### src/rtl/ddr_multi_ch_init_ctrl.sv
// N-channel DDR4 bring-up sequencer: timed reset pulse, calibration wait with retry, error supervision.
// Optional per-channel saturating compare-error counters when DDR_ERR_COUNT_EN is defined.
module ddr_multi_ch_init_ctrl #(
    parameter int NUM_CH         = 2,
    parameter int PRE_RST_CYCLES = 60,
    parameter int RST_CYCLES     = 120,
    parameter int TIMEOUT_CYCLES = 1048576,
    parameter int MAX_RETRY      = 3,
    parameter int CNT_W          = 24
) (
    input  logic              core_clk,
    input  logic              sys_rst,
    input  logic [NUM_CH-1:0] ch_enable,
    input  logic [NUM_CH-1:0] init_calib_complete,
    input  logic [NUM_CH-1:0] data_compare_error,
    input  logic              err_clear,
    output logic              ddr_rst,
    output logic [NUM_CH-1:0] ch_ready,
    output logic              all_ready,
    output logic              calib_fail,
    output logic              calib_lost,
    output logic [NUM_CH-1:0] err_sticky,
    output logic [1:0]        retry_cnt,
    output logic [2:0]        state
`ifdef DDR_ERR_COUNT_EN
    ,
    output logic [NUM_CH*16-1:0] err_count
`endif
);

    typedef enum logic [2:0] {
        ST_PRE      = 3'd0,
        ST_RST      = 3'd1,
        ST_WAIT_CAL = 3'd2,
        ST_READY    = 3'd3,
        ST_FAIL     = 3'd4
    } state_t;

    state_t            state_q, state_d;
    logic [CNT_W-1:0]  cnt_q, cnt_d;
    logic              ddr_rst_q, ddr_rst_d;
    logic              all_ready_q, all_ready_d;
    logic              calib_fail_q, calib_fail_d;
    logic              calib_lost_q, calib_lost_d;
    logic [1:0]        retry_cnt_q, retry_cnt_d;
    logic [NUM_CH-1:0] err_sticky_q, err_sticky_d;
    logic [NUM_CH-1:0] ch_ready_q, ch_ready_d;
    logic [NUM_CH-1:0] cal_meta_q, cal_meta_d, cal_sync_q, cal_sync_d;
    logic [NUM_CH-1:0] err_meta_q, err_meta_d, err_sync_q, err_sync_d;
    logic              cal_ok;
    logic              retry_req;

    // Disabled channels count as calibrated.
    assign cal_ok = &(cal_sync_q | ~ch_enable);

    always_comb begin
        cal_meta_d   = init_calib_complete;
        cal_sync_d   = cal_meta_q;
        err_meta_d   = data_compare_error;
        err_sync_d   = err_meta_q;
        ch_ready_d   = cal_sync_q & ch_enable;
        err_sticky_d = (err_sticky_q & ~{NUM_CH{err_clear}}) | (err_sync_q & ch_enable);
    end

    always_comb begin
        state_d      = state_q;
        cnt_d        = cnt_q;
        retry_cnt_d  = retry_cnt_q;
        calib_lost_d = calib_lost_q & ~err_clear;
        retry_req    = 1'b0;

        case (state_q)
            ST_PRE: begin
                cnt_d = cnt_q + CNT_W'(1);
                if (cnt_q == CNT_W'(PRE_RST_CYCLES - 1)) state_d = ST_RST;
            end
            ST_RST: begin
                cnt_d = cnt_q + CNT_W'(1);
                if (cnt_q == CNT_W'(RST_CYCLES - 1)) state_d = ST_WAIT_CAL;
            end
            ST_WAIT_CAL: begin
                cnt_d = cnt_q + CNT_W'(1);
                if (cal_ok) state_d = ST_READY;
                else if (cnt_q == CNT_W'(TIMEOUT_CYCLES - 1)) retry_req = 1'b1;
            end
            ST_READY: begin
                if (!cal_ok) begin
                    calib_lost_d = 1'b1;
                    retry_req    = 1'b1;
                end
            end
            ST_FAIL: state_d = ST_FAIL;
            default: state_d = ST_PRE;
        endcase

        if (retry_req) begin
            if (int'(retry_cnt_q) < MAX_RETRY) begin
                if (retry_cnt_q != 2'b11) retry_cnt_d = retry_cnt_q + 2'd1;
                state_d = ST_RST;
            end else begin
                state_d = ST_FAIL;
            end
        end

        if (state_d != state_q) cnt_d = '0;

        ddr_rst_d    = (state_d == ST_RST);
        calib_fail_d = (state_d == ST_FAIL);
        // Lags READY entry by one cycle and drops together with the exit edge.
        all_ready_d  = (state_q == ST_READY) && cal_ok;
    end

    always_ff @(posedge core_clk) begin
        if (sys_rst) begin
            state_q      <= ST_PRE;
            cnt_q        <= '0;
            ddr_rst_q    <= 1'b0;
            all_ready_q  <= 1'b0;
            calib_fail_q <= 1'b0;
            calib_lost_q <= 1'b0;
            retry_cnt_q  <= '0;
            err_sticky_q <= '0;
            ch_ready_q   <= '0;
            cal_meta_q   <= '0;
            cal_sync_q   <= '0;
            err_meta_q   <= '0;
            err_sync_q   <= '0;
        end else begin
            state_q      <= state_d;
            cnt_q        <= cnt_d;
            ddr_rst_q    <= ddr_rst_d;
            all_ready_q  <= all_ready_d;
            calib_fail_q <= calib_fail_d;
            calib_lost_q <= calib_lost_d;
            retry_cnt_q  <= retry_cnt_d;
            err_sticky_q <= err_sticky_d;
            ch_ready_q   <= ch_ready_d;
            cal_meta_q   <= cal_meta_d;
            cal_sync_q   <= cal_sync_d;
            err_meta_q   <= err_meta_d;
            err_sync_q   <= err_sync_d;
        end
    end

    assign ddr_rst    = ddr_rst_q;
    assign ch_ready   = ch_ready_q;
    assign all_ready  = all_ready_q;
    assign calib_fail = calib_fail_q;
    assign calib_lost = calib_lost_q;
    assign err_sticky = err_sticky_q;
    assign retry_cnt  = retry_cnt_q;
    assign state      = state_q;

`ifdef DDR_ERR_COUNT_EN
    logic [NUM_CH-1:0]    err_prev_q, err_prev_d;
    logic [NUM_CH-1:0]    err_rise;
    logic [NUM_CH*16-1:0] err_cnt_q, err_cnt_d;

    assign err_rise = err_sync_q & ~err_prev_q;

    // A rise coinciding with err_clear is counted into the freshly cleared counter.
    always_comb begin
        err_prev_d = err_sync_q;
        err_cnt_d  = err_cnt_q;
        for (int unsigned i = 0; i < NUM_CH; i++) begin
            if (err_clear) begin
                err_cnt_d[i*16 +: 16] = err_rise[i] ? 16'd1 : 16'd0;
            end else if (err_rise[i] && (err_cnt_q[i*16 +: 16] != 16'hFFFF)) begin
                err_cnt_d[i*16 +: 16] = err_cnt_q[i*16 +: 16] + 16'd1;
            end
        end
    end

    always_ff @(posedge core_clk) begin
        if (sys_rst) begin
            err_prev_q <= '0;
            err_cnt_q  <= '0;
        end else begin
            err_prev_q <= err_prev_d;
            err_cnt_q  <= err_cnt_d;
        end
    end

    assign err_count = err_cnt_q;
`endif

endmodule

### config.mk
export PLATFORM = sky130hd
export DESIGN_NAME = ddr_multi_ch_init_ctrl
export DESIGN_NICKNAME = d
export VERILOG_FILES = /design/src/rtl/ddr_multi_ch_init_ctrl.sv
export SDC_FILE = /design/constraint.sdc
export NUM_CORES = 1
export LEC_CHECK = 0
export ABC_AREA = 0
export ABC_CLOCK_PERIOD_IN_PS = 2200
export CAP_MARGIN = 20
export CORE_ASPECT_RATIO = 1.25
export CORE_MARGIN = 2
export CORE_UTILIZATION = 55
export DETAILED_ROUTE_END_ITERATION = 10
export DONT_BUFFER_PORTS = 1
export GPL_ROUTABILITY_DRIVEN = 0
export PLACE_DENSITY = 0.7
export SLEW_MARGIN = 0
export SYNTH_ARGS = -nofsm -noshare
export SYNTH_HDL_FRONTEND = slang
export SYNTH_SLANG_ARGS = --single-unit
### constraint.sdc
create_clock -name core_clk -period 2.2 [get_ports core_clk]
set_input_delay 0.44 -clock core_clk [delete_from_list [all_inputs] [get_ports core_clk]]
set_output_delay 0.44 -clock core_clk [all_outputs]
set_load 0.01 [all_outputs]
# Yosys cells after proc, flatten, opt, wreduce, memory -nomap -nowiden
# Index checks and enable logic that the tools add are counted.
[classes]
n_bitwise = 9
reduce_logical = 6
eq_ne = 11
n_mux = 12
addsub = 2
magnitude_cmp = 1
[op_table]
columns = ["op", "n"]
rows = [
  ["adder 24 x 1 -> 24 bit, second input constant", 1],
  ["equality test 24 x 20 -> 1 bit, second input constant", 1],
  ["equality test 24 x 6 -> 1 bit, second input constant", 1],
  ["equality test 24 x 7 -> 1 bit, second input constant", 1],
  ["2-to-1 mux 3 bit", 5],
  ["one-hot mux 3 bit (5 select lines)", 1],
  ["bitwise AND 2 bit", 3],
  ["equality test 3 x 1 -> 1 bit, second input constant", 2],
  ["equality test 3 x 2 -> 1 bit, second input constant", 2],
  ["equality test 3 bit, second input constant", 2],
  ["2-to-1 mux 1 bit", 5],
  ["NOT 2 bit", 2],
  ["bitwise OR 2 bit", 2],
  ["logical NOT 3 bit", 1],
  ["inequality test 3 bit", 1],
  ["AND reduction 3 bit", 1],
  ["OR reduction 3 bit", 1],
  ["adder 2 x 1 -> 2 bit, second input constant", 1],
  ["< comparator 2 bit, second input constant", 1],
  ["inequality test 2 bit, second input constant", 1],
  ["one-hot mux 1 bit (2 select lines)", 1],
  ["AND reduction 2 bit", 1],
  ["OR reduction 2 bit", 1],
  ["bitwise AND 1 bit", 1],
  ["other kinds (2)", 2],
]
[word_totals]
regBits = 45
input_bits = 9
output_inout_bits = 13

# Depth between registers and ports, before layout
[logic_depth]
ltp_word = 8
depth_mapped = 9
mapped_depth_nobuf = 7

# Worst setup path after synthesis
# Ideal clock, no wire load.
[synth_path]
kind = "register -> register"
from = "reg cnt_q[20]"
to = "reg cnt_q[9]"
path_stages_with_launch = 9
period_less_slack_ns = 1.886
path_buffers = 2
t_arrival_ns = 1.767
slack_ns = 0.314
setup_ns = 0.119
path_cell_list = "dfxtp_1 > or4_4 > nor4_4 > nand4b_4 > nand3_2 > or4_4 > buf_6 > buf_12 > nor2_4"
[synth_between]
elab_chain_len = 7
elab_cells_between_ends = 12
classes_between = "eq/ne: 4; mux: 7; reduce/logical: 1"
[synth_rtl]
columns = ["element", "line_no", "rtl"]
rows = [
  ["start, declared", "40", "logic [CNT_W-1:0] cnt_q, cnt_d;"],
  ["start signal, assigned", "130", "cnt_q <= cnt_d;"],
  ["equality test 24 x 20 -> 1 bit", "84", "else if (cnt_q == CNT_W'(TIMEOUT_CYCLES - 1)) retry_req = 1'b1;"],
  ["2-to-1 mux 1 bit", "84", ""],
  ["2-to-1 mux 1 bit", "83", "if (cal_ok) state_d = ST_READY;"],
  ["one-hot mux 1 bit (2 select lines)", "72", "case (state_q)"],
  ["2-to-1 mux 3 bit *", "96", "if (retry_req) begin"],
  ["inequality test 3 bit *", "105", "if (state_d != state_q) cnt_d = '0;"],
  ["OR reduction 2 bit (no line) *", "--", ""],
]
# Mark *: on every way between the ends. The rest lies on a longest branch, timed or not.
# A chain may end at the register's enable or synchronous reset.

# Worst setup path in the final report
[layout_path]
from = "reg cnt_q[20]"
to = "reg cnt_q[13]"
# Same word-level chain as after synthesis.

==> flow_metrics.tcl <==
set metrics [dict create \
    grt_antenna_before_repair 0 \
    final_common_cell "dfxtp_1" \
    wl_met1_um 1420 \
    fill_cells 334 \
    max_slew_margin_pct 64.4 \
    diodes 0 \
    critPathArrivalTime_ps 2270 \
    status "completed" \
    grt_pass1_wl_um 5940 \
    cp-start-kind "flip-flop" \
    post_cts_buffers 0 \
    die-area_um2 4400 \
    postCtsHoldBufs 0 \
    drv_cap 0 \
    cts.reportedPaths.clkPinSlew_ps 90 \
    r2r_end "cnt_q[13]" \
    h-tree-depth 2 \
    synth_edf_count 0 \
    synthCells 210 \
    ys_warn_count 0 \
    die_width_um 59.8 \
    cts_resized 0 \
    yosys.area.top_type "dfxtp_1" \
    first_pass_iters 5 \
    ant_nets 0 \
    regArea_um2 901 \
    drive_gt1_share_pct 21.9 \
    power_density_nw_per_um2 628 \
    endpoint "cnt_q[13]" \
    pre_cts_slack_ps 153 \
    worstPathRequired_ps 2400 \
    min_path_type "input pin to flip-flop" \
    clkSinkCount 45 \
    post_drt_wl_per_cell_um 13.9 \
    route.met2.wl_um 1880 \
    io_pins 22 \
    min_period_ps 2070 \
    fp.dieH_um 73.7 \
    crit_start "cnt_q[20]" \
    max-vdd-ir-drop_mv 0.399 \
    numCtsBuffers 5 \
    finClkSkew_ps 6.88 \
    r2r_start "cnt_q[20]" \
    rsz0062_at_grt "no" \
    fin_setup_tns_ps 0 \
    cts_root_buf "clkbuf_8" \
    syn_to_final_growth_pct 5.91 \
    ys.flop_type "dfxtp_1" \
    synth_cell_types 40 \
    rows 25 \
    rrSetupSlack_ps 130 \
    port_buffers 0 \
    worstPathMaxFanout 12 \
    gr-total-overflow 0 \
    place_hpwl_um 2650 \
    cts_tree "built" \
    instances_no_fill 255 \
    yosysTopAreaCellShare_pct 42.2 \
    grt_max_degree 24 \
    multi_input_area_um2 1140 \
    cts_buffer_depth 2 \
    nets 225 \
    drc 0 \
    dpl.cell_count 247 \
    syn_area_um2 2140 \
    route.met3.wl_um 167 \
    r2r_cells 7 \
    maxUsedRoutingLayer "met4" \
    fin_ws_ps 128 \
    initial_core_util_pct 56.9 \
    wirelength_um 3550 \
    setup_violations 0 \
    drt_iter0_markers 81 \
    crit_type "flip-flop to flip-flop" \
    synthTopCellsByArea "dfxtp_1, nor2_4, xor2_1" \
    yosysSeqAreaShare_pct 42.2 \
    syn-num-nets 221 \
    final_cell_mix "dfxtp_1, nor2_1, nor2_4, xor2_1, nand2_1" \
    core_area_um2 3750 \
    grt_pass1_vias 1394 \
    hold_viol_final 0 \
    max_freq_mhz 483 \
    num_vias 1437 \
    p_leak_nw 0.819 \
    grtUsageTotal_pct 18.4 \
    slew_viol_final 0 \
    async_flop_share_pct 0 \
    syn_avg_cell_area_um2 10.2 \
    clk_latency_ps 310 \
    worst_pin_slew_ps 521 \
    via_per_inst 5.64 \
    crit_path_end_kind "flip-flop" \
    fin_crit_sh_pct 94.2 \
    synth_seq_cells 45 \
]
power by group:
part	internal (mW)	switching (mW)	total [mW]
clock network	0.231	0.299	0.530
registers	0.827	0.00874	0.836
logic	0.0237	0.0312	0.0549
how the worst min path moves through the flow:
stage,from,end,cells after the start
after floorplan,cal_meta_q[0],cal_sync_q[0],1
after global placement,err_meta_q[0],err_sync_q[0],1
after detailed placement,err_meta_q[0],err_sync_q[0],1
after CTS,sys_rst,calib_lost,1
after global routing,sys_rst,calib_lost,1
final,sys_rst,calib_lost,1
critical path, cell delays in order (launching register included):
cell	delay, ps
dfxtp_1	350
or4_4	550
nor2_1	160
nand4_1	170
nor3_1	210
or4_4	260
buf_12	210
nor2_4	50
routing by layer:
layer | up-vias | GRT usage, %
li1 | 729 | -
met1 | 668 | 20.3
met2 | 34 | 31.0
met3 | 6 | 5.28
met4 | 0 | 10.4
met5 | - | 0
Yosys cell counts, types with 3 or more instances:
cell type and n:
xor2_1 16, inv_1 4, nor2b_1 8, nor2_4 20, nand4_1 8, xnor2_1 8
a22oi_1 3, dfxtp_1 45, nand3_1 12, nor3_1 6, and3_1 3, nand2_1 13
nor2_1 23
area by class of cell:
type / instances / share of cell area, %
Clock inverter: 3 / 1.11
Multi-Input combinational cell: 153 / 50.4
Inverter: 4 / 0.663
Sequential cell: 45 / 39.8
Tap cell: 40 / 2.21
Clock buffer: 5 / 3.04
Timing Repair Buffer: 5 / 2.76
per-stage QoR:
step / instance area (µm²) / hold WS [ps] / total power, mW / util, %
after floorplan: 2140 / 414 / 0.909 / -
after global placement: 2170 / 423 / 0.909 / 57.8
after detailed placement: 2170 / 424 / 0.911 / 57.8
after CTS: 2260 / 179 / 1.44 / 60.3
after global routing: 2260 / 157 / 1.49 / 60.3
final: 2260 / 185 / 1.42 / 60.3
state kept, by name, indices dropped and copies added, names as in the netlist:
name,cells
cnt_q,24
state,3
cal_meta_q,2
cal_sync_q,2
ch_ready,2
err_meta_q,2
err_sticky,2
err_sync_q,2
retry_cnt,2
all_ready,1
calib_fail,1
calib_lost,1
ddr_rst,1
logic make-up after synthesis:
kind of cell	share of synthesized area, %
AND/OR/NAND/NOR	35.9
flip-flops	42.2
XOR/XNOR	9.84
AO/OA/AOI/OAI	5.56
buffers and inverters	4.45
multiplexers	0.937
adder cells (fa/ha/maj)	1.17
No activity file was read; power rests on OpenSTA's default activity.
